--- src/rtl/bcd_disp_pkg.sv ---
// Shared definitions for the BCD 7-segment display path: scan states and
// active-high gfedcba segment patterns.
package bcd_disp_pkg;

  typedef enum logic [1:0] {
    S_D0 = 2'd0,
    S_G0 = 2'd1,
    S_D1 = 2'd2,
    S_G1 = 2'd3
  } scan_state_t;

  localparam logic [6:0] SEG_LUT [0:9] = '{
    7'h3F, 7'h06, 7'h5B, 7'h4F, 7'h66,
    7'h6D, 7'h7D, 7'h07, 7'h7F, 7'h6F
  };
  localparam logic [6:0] SEG_DASH = 7'h40;
  localparam logic [6:0] SEG_OFF  = 7'h00;

endpackage

--- src/rtl/seg7_decode.sv ---
// Combinational BCD to active-high gfedcba decoder; codes 10..15 show a dash.
module seg7_decode
  import bcd_disp_pkg::*;
(
  input  logic [3:0] bcd,
  output logic [6:0] seg
);

  always_comb begin
    seg = SEG_DASH;
    if (bcd <= 4'd9) seg = SEG_LUT[bcd];
  end

endmodule

--- src/rtl/bcd_seg7_scan.sv ---
// Two-digit multiplexed common-anode display driver. A digit pair is captured
// once per frame so both digits shown in a frame always belong together.
module bcd_seg7_scan
  import bcd_disp_pkg::*;
#(
  parameter int DIV_W     = 16,
  parameter int DIV       = 50000,
  parameter int BLANK_CYC = 4,
  parameter int SEG_AL    = 1,
  parameter int AN_AL     = 1
) (
  input  logic       CLK,
  input  logic       CLR,
  input  logic [3:0] Q0,
  input  logic [3:0] Q1,
  input  logic       OVF,
  input  logic       DP_CLR,
  input  logic       LZB,
  input  logic       FREEZE,
  output logic [6:0] SEG,
  output logic       DP,
  output logic [1:0] AN,
  output logic       FRAME
);

  if (DIV_W < 1 || DIV_W > 31) begin : g_bad_div_w
    $fatal(1, "bcd_seg7_scan: DIV_W out of range");
  end
  if (DIV < 2 || DIV >= 2**DIV_W) begin : g_bad_div
    $fatal(1, "bcd_seg7_scan: DIV out of range");
  end
  if (BLANK_CYC < 1 || BLANK_CYC >= 2**DIV_W) begin : g_bad_blank
    $fatal(1, "bcd_seg7_scan: BLANK_CYC out of range");
  end

  localparam logic [DIV_W-1:0] DIV_LAST   = DIV_W'(DIV - 1);
  localparam logic [DIV_W-1:0] BLANK_LAST = DIV_W'(BLANK_CYC - 1);
  localparam logic [6:0]       SEG_INV    = (SEG_AL != 0) ? 7'h7F : 7'h00;
  localparam logic             DP_INV     = (SEG_AL != 0);
  localparam logic [1:0]       AN_INV     = (AN_AL != 0) ? 2'b11 : 2'b00;

  scan_state_t      state, state_nxt;
  logic [DIV_W-1:0] cnt, cnt_nxt;
  logic             phase_end;
  logic [3:0]       snap_u, snap_t;
  logic             dot;
  logic [3:0]       digit;
  logic [6:0]       dec_seg;
  logic [6:0]       seg_on;
  logic [1:0]       an_on;
  logic             dp_on;
  logic             frame_nxt;

  // Phase sequencing: the counter runs 0..len-1 in each state, then the state advances.
  always_comb begin
    state_nxt = state;
    phase_end = (state == S_D0 || state == S_D1) ? (cnt == DIV_LAST) : (cnt == BLANK_LAST);
    cnt_nxt   = phase_end ? '0 : cnt + DIV_W'(1);
    if (phase_end) begin
      unique case (state)
        S_D0:    state_nxt = S_G0;
        S_G0:    state_nxt = S_D1;
        S_D1:    state_nxt = S_G1;
        default: state_nxt = S_D0;
      endcase
    end
  end

  always_ff @(posedge CLK or negedge CLR) begin
    if (!CLR) begin
      state <= S_G1;
      cnt   <= '0;
    end else begin
      state <= state_nxt;
      cnt   <= cnt_nxt;
    end
  end

  // Snapshot loads only on the G1->D0 edge; the dot flag favours set over clear.
  always_ff @(posedge CLK or negedge CLR) begin
    if (!CLR) begin
      snap_u <= '0;
      snap_t <= '0;
      dot    <= 1'b0;
    end else begin
      if (state == S_G1 && phase_end && !FREEZE) begin
        snap_u <= Q0;
        snap_t <= Q1;
      end
      if (OVF)         dot <= 1'b1;
      else if (DP_CLR) dot <= 1'b0;
    end
  end

  assign digit = (state == S_D1) ? snap_t : snap_u;

  seg7_decode u_dec (
    .bcd (digit),
    .seg (dec_seg)
  );

  always_comb begin
    seg_on    = SEG_OFF;
    an_on     = 2'b00;
    dp_on     = 1'b0;
    frame_nxt = (state == S_D0) && (cnt == '0);
    unique case (state)
      S_D0: begin
        seg_on = dec_seg;
        an_on  = 2'b01;
        dp_on  = dot;
      end
      S_D1: begin
        if (!(LZB && snap_t == 4'd0)) begin
          seg_on = dec_seg;
          an_on  = 2'b10;
        end
      end
      default: ;
    endcase
  end

  // Registered pins; polarity applied here so the decode path stays active-high.
  always_ff @(posedge CLK or negedge CLR) begin
    if (!CLR) begin
      SEG   <= SEG_INV;
      DP    <= DP_INV;
      AN    <= AN_INV;
      FRAME <= 1'b0;
    end else begin
      SEG   <= seg_on ^ SEG_INV;
      DP    <= dp_on ^ DP_INV;
      AN    <= an_on ^ AN_INV;
      FRAME <= frame_nxt;
    end
  end

endmodule

--- config.mk ---
export PLATFORM = sky130hd
export DESIGN_NAME = bcd_seg7_scan
export DESIGN_NICKNAME = d
export VERILOG_FILES = /design/src/rtl/bcd_disp_pkg.sv /design/src/rtl/seg7_decode.sv /design/src/rtl/bcd_seg7_scan.sv
export SDC_FILE = /design/constraint.sdc
export NUM_CORES = 1
export LEC_CHECK = 0
export CAP_MARGIN = 10
export CORE_MARGIN = 10
export CORE_UTILIZATION = 60
export CTS_BUF_LIST = sky130_fd_sc_hd__clkbuf_2
export CTS_CLUSTER_SIZE = 20
export DETAILED_ROUTE_END_ITERATION = 12
export DONT_BUFFER_PORTS = 1
export PLACE_DENSITY = 0.76
export SYNTH_ARGS = -nofsm -noshare
export SYNTH_HDL_FRONTEND = slang
export SYNTH_SLANG_ARGS = --single-unit
--- constraint.sdc ---
create_clock -name CLK -period 3.4 [get_ports CLK]
set_clock_uncertainty 0.05 [all_clocks]
set_input_delay 0.68 -clock CLK [delete_from_list [all_inputs] [get_ports CLK]]
set_output_delay 0.68 -clock CLK [all_outputs]
set_load 0.01 [all_outputs]
## Word-level counts from Yosys, hierarchy flattened

Memory sizes are Yosys's and may differ from the RTL's.
Cells that the tools add are included.

- Input bits: 14
- Output and inout port bits: 11
- Bits in registers: 38
- Word-level logic and storage cells: 46
- Memories kept: 1
- ROM bits: 112

- Eq/ne operators: 5
- Bitwise logic cells: 4
- $lt $le $gt $ge: 2
- $add $sub $neg: 1
- Mux-type cells: 14
- Reduce and logical (&&, ||, !) cells: 10

Memory list:

| name | depth | bits a word | rd ports | clocked after Yosys merged registers in | wr ports | RTL line | source |
|---|---|---|---|---|---|---|---|
| (no name shown) | 16 | 7 | 1 | 0 | 0 | seg7_decode.sv:11 | `if (bcd <= 4'd9) seg = SEG_LUT[bcd];` |

Operators by type and width:

| kind | count |
|---|---|
| two-way mux 7 bit | 4 |
| adder 16 x 1 -> 16 bit, second input constant | 1 |
| == test 16 bit, second input constant | 1 |
| == test 16 x 2 -> 1 bit, second input constant | 1 |
| logical NOT 16 bit | 1 |
| two-way mux 16 bit | 1 |
| one-hot mux 7 bit (2 select lines) | 1 |
| inverter 7 bit | 1 |
| one-hot mux 2 bit (3 select lines) | 1 |
| greater-or-equal comparator 5 bit, second input constant | 1 |
| inverter 4 -> 5 bit | 1 |
| == test 2 bit, second input constant | 2 |
| <= comparator 4 bit, second input constant | 1 |
| logical AND 1 bit | 4 |
| logical NOT 4 bit | 1 |
| two-way mux 1 bit | 4 |
| two-way mux 4 bit | 1 |
| one-hot mux 2 bit (2 select lines) | 1 |
| == test 2 x 1 -> 1 bit, second input constant | 1 |
| logical NOT 2 bit | 1 |
| two-way mux 2 bit | 1 |
| inverter 2 bit | 1 |
| nonzero test 2 bit | 1 |
| logical NOT 1 bit | 1 |
| 2 further kinds | 2 |

## Logic depth before layout (Yosys ltp)

- Word-level depth: 10
- Mapped depth: 9
- Gate-level depth less buffers: 8

## Cells and area by module

From an unflattened synthesis, not the netlist that was laid out.

- Cell total of the unflattened synthesis: 179
- Area, all modules: 1975.6 µm²

Modules (own cells, without submodules):

| module | area an instance (µm²) | cells an instance | seq. area each (µm²) | times used |
|---|---|---|---|---|
| bcd_seg7_scan | 1727.9 | 149 | 965.9 | 1 |
| seg7_decode | 247.7 | 30 | 0.0 | 1 |

## Worst setup path before layout

No wires, ideal clock.

- Path type: reg-to-reg
- Start: register state[0]
- End: register SEG[3]
- Arrival: 1.958 ns
- Buffers on the path: 1
- Period minus slack after synthesis: 2.086 ns
- Setup time: 0.079 ns
- Setup slack: 1.314 ns
- Data required time: 3.271 ns
- Stages on the path, launching flop included: 10
- Cell sequence: dfstp_2 > inv_1 > ha_1 > clkbuf_1 > mux2i_1 > inv_1 > ha_1 > a211oi_1 > a21oi_1 > o21ai_0

- Longest elaborated chain between the ends: 10
- Elaborated cells on any way between the ends: 12
- Classes of those cells: order compare (1); eq/ne (1); mux (6); bitwise (2); reduce/logical (1); memory (1)

RTL lines:

| item | RTL line | source |
|---|---|---|
| start: declaration | bcd_seg7_scan.sv:42 | `scan_state_t state, state_nxt;` |
| start signal: assignment | bcd_seg7_scan.sv:74 | `state <= state_nxt;` |
| == test 2 bit | bcd_seg7_scan.sv:95, bcd_seg7_scan.sv:107 |  |
| two-way mux 4 bit | bcd_seg7_scan.sv:95 | `assign digit = (state == S_D1) ? snap_t : snap_u;` |
| inverter 4 -> 5 bit (implied by the code) | seg7_decode.sv:11 |  |
| memory read (16 x 7 bit) | n/a |  |
| two-way mux 7 bit (implied by the code) (2 in a row) | seg7_decode.sv:11 |  |
| two-way mux 7 bit | seg7_decode.sv:11 |  |
| two-way mux 7 bit | bcd_seg7_scan.sv:114 | `if (!(LZB && snap_t == 4'd0)) begin` |
| one-hot mux 7 bit (2 select lines) (*) | bcd_seg7_scan.sv:107 | `unique case (state)` |
| inverter 7 bit (no line) (*) | n/a |  |
| end signal: assignment | bcd_seg7_scan.sv:131 | `SEG <= seg_on ^ SEG_INV;` |
| end: declaration | bcd_seg7_scan.sv:20 | `output logic [6:0] SEG,` |

Every way passes the cells marked *; elsewhere a longest branch is shown, timed or not. The select of a mux whose other input is x is not followed.
A chain may end at the register's enable or synchronous reset.

## Worst setup path in the final report

Same ends and word-level chain as after synthesis.

==> results.toml <==
[sta]
rsz0062_at_grt = "false"
finalCriticalPeriod_ps = 2340
slew_headroom = 0.542
max_freq_mhz = 428
tns_ps = 0
hold_violations = 0
final_max_slew_viol_count = 0
fin_crit_sh = 0.688
finalSetupViolCount = 0
worstMarginPinSlew_ps = 669

[cts]
cts_tree = "yes"
clkLatencyLatePin_ps = 390
h-tree-depth = 2
cts_root_buffer = "clkbuf_2"
cts.sinks = 38
clkTransAtPathRegs_ps = 190
cts_buffers = 5
clockBufferDepth = 2

[layout]
synthToLayoutAreaGrowth_pct = 4.85
layoutNonFillerInstCount = 220
nNetsFinal = 198
num-fill-cells = 243
antenna_cells = 0
drive_gt1_frac = 0.188

[power]
p_sw_frac = 0.236
switchingPower_uw = 156
leakagePower_uw = 0.000882
powerDensity_nw_per_um2 = 336
comb_power_share = 0.021
p_int_uw = 506
p_seq_frac = 0.689
power_frac_clock = 0.290
ir_drop_uv = 244

[global_route]
grt_pass1_vias = 1310
grt_max_degree = 27
grt_pass1_wl_um = 6170
grt-ovfl-total = 0
antenna_found_initial = 0
track_usage = 0.130

[critical_path]
rrSetupSlack_ps = 1060
r2r_start = "state[0]$_DFFE_PN1N_"
start_kind = "flop"
critPathLaunch = "state[0]$_DFFE_PN1N_"
crit_arrival_ps = 2620
crit_path_end_kind = "flop"
crit_cells = 8
slowest_delay_ps = 610
worstReg2RegEnd = "SEG[3]$_DFF_PN1_"
crit_fanout = 6
crit_chain = "inv_1 -> ha_1 -> mux2i_1 -> inv_1 -> ha_1 -> a211oi_1 -> a21oi_1 -> o21ai_0"
cp.required_ps = 3680
crit_type = "flop to flop"
reg2reg_depth = 8
crit_family = "flip-flops"
endpoint = "SEG[3]$_DFF_PN1_"
crit_buf_inv = 2
critPathSlowestCell = "dfstp_2"

[placement]
io_buffer_count = 0
place_congestion = 0.787
place_inst = 210
dpl.hpwl_um = 2590

[die]
die_w_um = 76.0
die_h_um = 76.0
ioPinCount = 25
die_area_um2 = 5780
initial_core_util = 0.621
coreArea_um2 = 3030
row_count = 20

[synth]
synth_area_um2 = 1880
synth_seq_cells = 38
syn_inst = 172
synth_area_per_cell_um2 = 10.9
synth_cell_type_count = 41
synth.area.top_cells = "dfrtp_1 (35%), dfstp_2 (17%), ha_1 (6.0%), mux2_2 (5.4%), xor2_1 (3.7%)"
ys_seq_area_frac = 0.513
synth_ff_type = "dfrtp_1"
synth_edf_count = 0
synth_top_area_cell = "dfrtp_1"
synth_top_area_frac = 0.346
syn_nets = 195
yosys_warnings = 0
synth_async_sr_flop_share = 1.00

[worst_hold_path]
hold_path_class = "input port to asynchronous set/reset pin"

[routing]
drt_iter0_drc = 71
drc = 0
avgViaCountPerCell = 5.72
wl_per_cell_um = 16.5
wl_um = 3630
vias = 1258
dr.pass1.iters = 4
drtAntennaViolNets = 0

[flow_run]
cap_violations = 0

[run_status]
status = "complete, no violations"
[power groups by stage]
stage / sequential [uW] / combinational (uW) / clock (uW)
5_1_grt: 457 / 16.2 / 221
2_1_floorplan: 464 / 1.80 / 0
6_report: 457 / 13.8 / 192
3_3_place_gp: 464 / 2.02 / 0
3_5_place_dp: 464 / 2.09 / 0
4_1_cts: 457 / 10.8 / 200
[layout by cell type, fill, tap and decap left out, types with 2 or more instances in the layout]
master    instances
a21oi_1           6
o21ai_0           8
mux2i_1           4
nand2_1           8
dfstp_2          12
nor4b_1           2
xor2_1            8
ha_1              9
nor2_1           13
nor4_1            2
nor3_1            6
nand3_1          11
inv_1            13
clkbuf_2          5
dfrtp_1          26
nand4_1           4
and2_1            2
mux2_2            9
xnor2_1           4
[cell usage after synthesis, types with 2 or more instances]
master,n
nand4_1,4
o21ai_0,8
nand2_1,8
nor2_1,13
xnor2_1,4
dfrtp_1,26
a21oi_1,6
nand3_1,11
dfstp_2,12
nor3_1,6
nor4b_1,2
and2_1,2
mux2i_1,4
ha_1,9
inv_1,13
nor4_1,2
xor2_1,8
mux2_2,9
buf_2,3
[how the worst min path moves through the flow]
stage / to / cells after the start / slack, ps
after floorplan: FRAME$_DFF_PN0_ / 0 / 330
after global placement: cnt[11]$_DFF_PN0_ / 0 / 340
after detailed placement: cnt[10]$_DFF_PN0_ / 0 / 340
after CTS: snap_t[3]$_DFFE_PN0P_ / 1 / 4
after global routing: DP$_DFF_PN1_ / 0 / 6
final: DP$_DFF_PN1_ / 0 / 50
[sequential cells by signal, indices dropped and copies added (netlist names)]
signal,flops
snap_t,4
cnt,16
state,2
snap_u,4
dot,1
AN,2
FRAME,1
SEG,7
DP,1
[logic make-up after synthesis]
| group | share of synthesized area |
|---|---|
| AND/OR/NAND/NOR | 0.171 |
| buffers and inverters | 0.0445 |
| adder cells (fa/ha/maj) | 0.0598 |
| AO/OA/AOI/OAI | 0.0805 |
| flip-flops | 0.513 |
| XOR/XNOR | 0.0559 |
| multiplexers | 0.0751 |
[routing by layer]
| layer | up-vias | wire length [um] | track usage |
|---|---|---|---|
| met3 | 6 | 229 | 0.0507 |
| met2 | 37 | 1680 | 0.207 |
| met5 | - | 0 | 0 |
| met4 | 0 | 51 | 0.0492 |
| li1 | 603 | - | - |
| met1 | 612 | 1680 | 0.153 |
[area by class of cell]
class	count	area, um2	share of cell area
inverter	13	48.8	0.0247
tap	44	55.1	0.0279
sequential	38	966	0.490
timing repair buffer	2	30.0	0.0152
clock buffer	5	25.0	0.0127
multi-input combinational	115	832	0.422
clock inverter	3	16.3	0.00824
[through the flow]
stage / power, uW / setup WS [ps] / area (um2) / hold WS, ps / utilization
floorplan: 466 / 1310 / 1880 / 326 / -
global placement: 466 / 1280 / 1900 / 336 / 0.628
detailed placement: 466 / 1150 / 1900 / 336 / 0.628
CTS: 668 / 1080 / 1960 / 3.73 / 0.648
global route: 694 / 832 / 1970 / 6.04 / 0.652
finish: 663 / 1060 / 1970 / 47.5 / 0.652
[timing repair]
item | in CTS | in global routing
hold buffers | 1 | 1
setup endpoints to repair | 0 | 0
resized for setup | 0 | 0
setup buffers | 0 | 0
endpoints found under the hold margin | 26 | 37
[worst register-to-register path, delay by kind of cell, from the launching register on]
family,cells,cell delay [ps]
DFF,1,610
adders and majority gates,2,530
AOI/OAI and AO/OA,3,450
muxes,1,420
buffers and inverters,2,210
Note: power is estimated with default switching activity, not from simulation.
